### src/rtl/sort_stream_out.sv
// Captures a packed sorted vector on load and streams it one element per beat
// over valid/ready with a last marker; a load on the final beat chains vectors.
module sort_stream_out #(
  parameter int BITWIDTH  = 3,
  parameter int NUM_ELEMS = 8,
  parameter int DESCEND   = 0
) (
  input  logic                          clk,
  input  logic                          resetn,
  input  logic                          load,
  input  logic [NUM_ELEMS*BITWIDTH-1:0] din_vec,
  output logic [BITWIDTH-1:0]           dout,
  output logic                          dout_valid,
  input  logic                          dout_ready,
  output logic                          dout_last,
  output logic                          busy,
  output logic                          load_drop
);

  localparam int VEC_W = NUM_ELEMS * BITWIDTH;
  localparam int IDX_W = (NUM_ELEMS > 1) ? $clog2(NUM_ELEMS) : 1;
  localparam logic [IDX_W-1:0] FIRST_IDX = (DESCEND != 0) ? IDX_W'(NUM_ELEMS - 1) : '0;
  localparam logic [IDX_W-1:0] LAST_IDX  = (DESCEND != 0) ? '0 : IDX_W'(NUM_ELEMS - 1);

  // Handshake: a beat is dout_valid & dout_ready at posedge clk. While valid
  // is high and ready is low, dout, dout_last and the index hold.
  typedef enum logic {IDLE, STREAM} state_t;

  state_t               state_q, state_d;
  logic [VEC_W-1:0]     cap_q, cap_d;
  logic [IDX_W-1:0]     idx_q, idx_d;
  logic [IDX_W-1:0]     idx_step;
  logic [BITWIDTH-1:0]  dout_q, dout_d;
  logic                 dout_last_q, dout_last_d;
  logic                 load_drop_q, load_drop_d;

  function automatic logic [BITWIDTH-1:0] elem(input logic [VEC_W-1:0] v,
                                               input logic [IDX_W-1:0] i);
    return v[i*BITWIDTH +: BITWIDTH];
  endfunction

  always_comb begin
    state_d     = state_q;
    cap_d       = cap_q;
    idx_d       = idx_q;
    dout_d      = dout_q;
    dout_last_d = dout_last_q;
    load_drop_d = 1'b0;
    idx_step    = (DESCEND != 0) ? idx_q - IDX_W'(1) : idx_q + IDX_W'(1);
    case (state_q)
      IDLE: begin
        if (load) begin
          cap_d       = din_vec;
          idx_d       = FIRST_IDX;
          dout_d      = elem(din_vec, FIRST_IDX);
          dout_last_d = 1'b0;
          state_d     = STREAM;
        end
      end
      STREAM: begin
        if (dout_ready && dout_last_q) begin
          // Final beat: a concurrent load chains the next vector with no bubble.
          if (load) begin
            cap_d       = din_vec;
            idx_d       = FIRST_IDX;
            dout_d      = elem(din_vec, FIRST_IDX);
            dout_last_d = 1'b0;
          end else begin
            dout_last_d = 1'b0;
            state_d     = IDLE;
          end
        end else if (dout_ready) begin
          idx_d       = idx_step;
          dout_d      = elem(cap_q, idx_step);
          dout_last_d = (idx_step == LAST_IDX);
          load_drop_d = load;
        end else begin
          load_drop_d = load;
        end
      end
      default: state_d = IDLE;
    endcase
  end

  always_ff @(posedge clk) begin
    if (!resetn) begin
      state_q     <= IDLE;
      cap_q       <= '0;
      idx_q       <= '0;
      dout_q      <= '0;
      dout_last_q <= 1'b0;
      load_drop_q <= 1'b0;
    end else begin
      state_q     <= state_d;
      cap_q       <= cap_d;
      idx_q       <= idx_d;
      dout_q      <= dout_d;
      dout_last_q <= dout_last_d;
      load_drop_q <= load_drop_d;
    end
  end

  assign dout       = dout_q;
  assign dout_last  = dout_last_q;
  assign dout_valid = (state_q == STREAM);
  assign busy       = (state_q == STREAM);
  assign load_drop  = load_drop_q;

endmodule

### config.mk
export PLATFORM = sky130hd
export DESIGN_NAME = sort_stream_out
export DESIGN_NICKNAME = d
export VERILOG_FILES = /design/src/rtl/sort_stream_out.sv
export SDC_FILE = /design/constraint.sdc
export NUM_CORES = 1
export LEC_CHECK = 0
export CORE_MARGIN = 8
export CORE_UTILIZATION = 50
export DETAILED_ROUTE_END_ITERATION = 10
export GPL_TIMING_DRIVEN = 0
export PLACE_DENSITY = 0.79
export REMOVE_ABC_BUFFERS = 1
export SKIP_CTS_REPAIR_TIMING = 1
export SYNTH_ARGS = -nofsm -noshare
export SYNTH_HDL_FRONTEND = slang
export SYNTH_SLANG_ARGS = --single-unit
### constraint.sdc
create_clock -name clk -period 2.3 [get_ports clk]
set_input_delay 0.23 -clock clk [delete_from_list [all_inputs] [get_ports clk]]
set_output_delay 0.23 -clock clk [all_outputs]
set_load 0.01 [all_outputs]
==> metrics <==
status finished clean; Area growth syn-to-layout 25.2%; vias in the first global route about 1400; vias between 1000 and 1500; minimum clock period around 2200 ps; post-synth cell types 30; initial antenna violation count 0; relative slew slack approximately two fifths; post-placement setup slack -125 ps; Peak Freq 463 MHz; global route total overflow 0; pin count of the biggest net entering global routing 33; ys flop type dfxtp_1; DIE AREA about 0.0053 mm²; Root Buffer clkbuf_4; crit-path max cell delay 570 ps; Die W about 73 µm; starting density of the core between 50% and 60%; Post-synth EDFFs 0; Multi-input gate area about 850 µm²; crit-path max FO 10; clock sink total 33; crit end category register; Finished Layout Cells 243; Filler cells ~270; post-synthesis average cell area between 9 and 10 µm²; routed len/inst about 14 µm; Synth async-reset ratio 0%; DRC errors left 0; CTS buffer count 5; max-cap viol count 0; Clock Pin Slew Worst Setup and Hold Paths ~110 ps; max-slew violations 0; Power Density roughly 640 mW/mm²; Reg area 662 µm²; Synth area leaders dfxtp_1 41%, a21boi_1 12%, nand2_1 12%; H-tree levels 2; post-synthesis mux area share roughly 12%; Pre-Repair DR Iteration Count 4; CTS tree done; final setup violation count 0; Buf+Inv Stages, Crit Path 1; worst min-delay path category input pin to register; All-Layer GR Usage around 14%; count leader, synth nand2_1; critical path arrival roughly 2400 ps; CP Class register to register; synth cell count leaders 50 x nand2_1, 33 x dfxtp_1, 25 x a21boi_1, 7 x buf_2, 7 x nor2b_1; VDD IR-drop max between 0.5 and 0.6 mV; Largest delay share family, worst path multiplexers; clk_lat worst skew approximately 340 ps; global placer's final weighted congestion between 0.7 and 0.8; Post-DRT Antenna Nets 0; Final Net Count 228; share of post-route cells with drive strength above 1 about 9%; Static Leak slightly below 0.8 nW; Req. time, crit path roughly 2500 ps; Inst Count DP roughly 240; Final Hold Vio Count 0; FF+latch count, synth 33; CP startpoint kind register; # diodes 0; first-pass GRT wire length around 6000 µm; Post-Synth Simple-Gate Area between 15 and 20%; Via density ~5.2; period utilization 93.9%; worst-path cell chain inv_1, ha_2, mux4_1, mux2i_1, a221oi_1, a21o_1; post-synthesis instance total around 170; adder-cell share of the synthesized area roughly 1.6%; synthesized cell area between 0.0015 and 0.002 mm²; Final HPWL DP around 2500 µm; Slowest-stage cell, CP mux4_1; post-synthesis compound-gate area fraction 20.3%; Synth top area share about two fifths; Worst Skew about 13 ps; Top-Level Pins 35; Max Root-Sink Buffers 2; RSZ-0062 raised after global routing false; Yosys top cell by area dfxtp_1; port bufs 34; xor and xnor fraction of the mapped netlist area under 10%; Core ar. just over 0.003 mm²; worst-margin pin slew between 800 and 900 ps; drt initial violations 140; Die H about 73 µm; post-synthesis sequential area ratio between 40% and 50%; final WL 3480 µm; largest family of logic cells by synthesized area compound AO/OA/AOI/OAI gates; final worst setup slack about 140 ps; num rows 20; Synth Warn # 0
cells in the final DEF (no fill, tap or decap):
cell type / instances
nand2_1: 50
clkdlybuf4s50_1: 34
dfxtp_1: 32
a21boi_1: 25
mux2i_1: 6
nor2b_1: 6
mux4_2: 5
clkbuf_4: 5
nand2b_1: 3
a221oi_1: 3
a21o_1: 3
a22o_1: 3
inv_1: 2
a21oi_1: 2
a21boi_4: 1
nor2b_2: 1
nor3b_1: 1
mux4_1: 1
xor2_2: 1
o21ai_1: 1
nand3_1: 1
nand4_1: 1
and3_1: 1
nor2_1: 1
a2bb2oi_1: 1
o21a_1: 1
o21ai_0: 1
a22oi_1: 1
ha_2: 1
ha_1: 1
bufinv_16: 1
clkbuf_8: 1
clkinvlp_4: 1
dfxtp_2: 1
final timing paths:
path,startpoint,end,slack [ps],depth (start not counted)
setup / recovery,idx_q[0],dout[2],140,6
hold / removal,din_vec[6],cap_q[6],420,3
setup reg to reg,idx_q[0],dout[2],140,6
hold reg to reg,cap_q[17],cap_q[17],460,2
cells by family after synthesis:
family | Yosys count
simple gates | 65
compound gates | 42
flops | 33
buf+inv | 16
mux | 12
fa+ha+maj | 2
xor+xnor | 1
tightest hold or removal path, delay by kind of cell:
kind / cells / cell delay [ps]
and+or+nand+nor: 1 / 60
AOI/OAI and AO/OA: 1 / 50
buffers and inverters: 1 / 400
stage by stage:
step | total power [mW] | utilization (%) | area, µm² | setup TNS (ps) | hold WS (ps)
finish | 1.29 | 65.6 | 2000 | 0 | 419
detailed placement | 0.839 | 62.6 | 1910 | -224 | 447
floorplan | 0.738 | - | 1510 | 0 | 317
global route | 1.35 | 65.6 | 2000 | 0 | 414
global placement | 0.830 | 62.5 | 1910 | -6160 | 438
CTS | 1.30 | 65.5 | 2000 | -389 | 412
layer usage:
layer	global-route usage [%]	part of all wire [%]	vias to the layer above
met5	0	0	-
met4	4.89	1.5	0
met1	14.9	43	583
li1	-	-	642
met2	25.3	52	27
met3	5.49	4.0	6
power by group:
| group | switching, mW | internal, mW | total, mW |
|---|---|---|---|
| clock network | 0.205 | 0.258 | 0.463 |
| registers | 0.0233 | 0.604 | 0.627 |
| logic | 0.0830 | 0.115 | 0.198 |
| total | 0.311 | 0.977 | 1.29 |
cell type report:
type | instances | area share (%)
flip-flops and latches | 33 | 33.0
inverters | 2 | 0.375
well taps | 44 | 2.75
multi-input cells | 122 | 42.4
clock buffers | 6 | 2.56
repair buffers | 34 | 17.0
clock inverters | 2 | 1.87
state kept, by name (all words and copies together) (netlist names):
register / flops
cap_q: 24
dout: 3
idx_q: 3
busy: 1
dout_last: 1
load_drop: 1
Power figures use the tool's default switching activity.
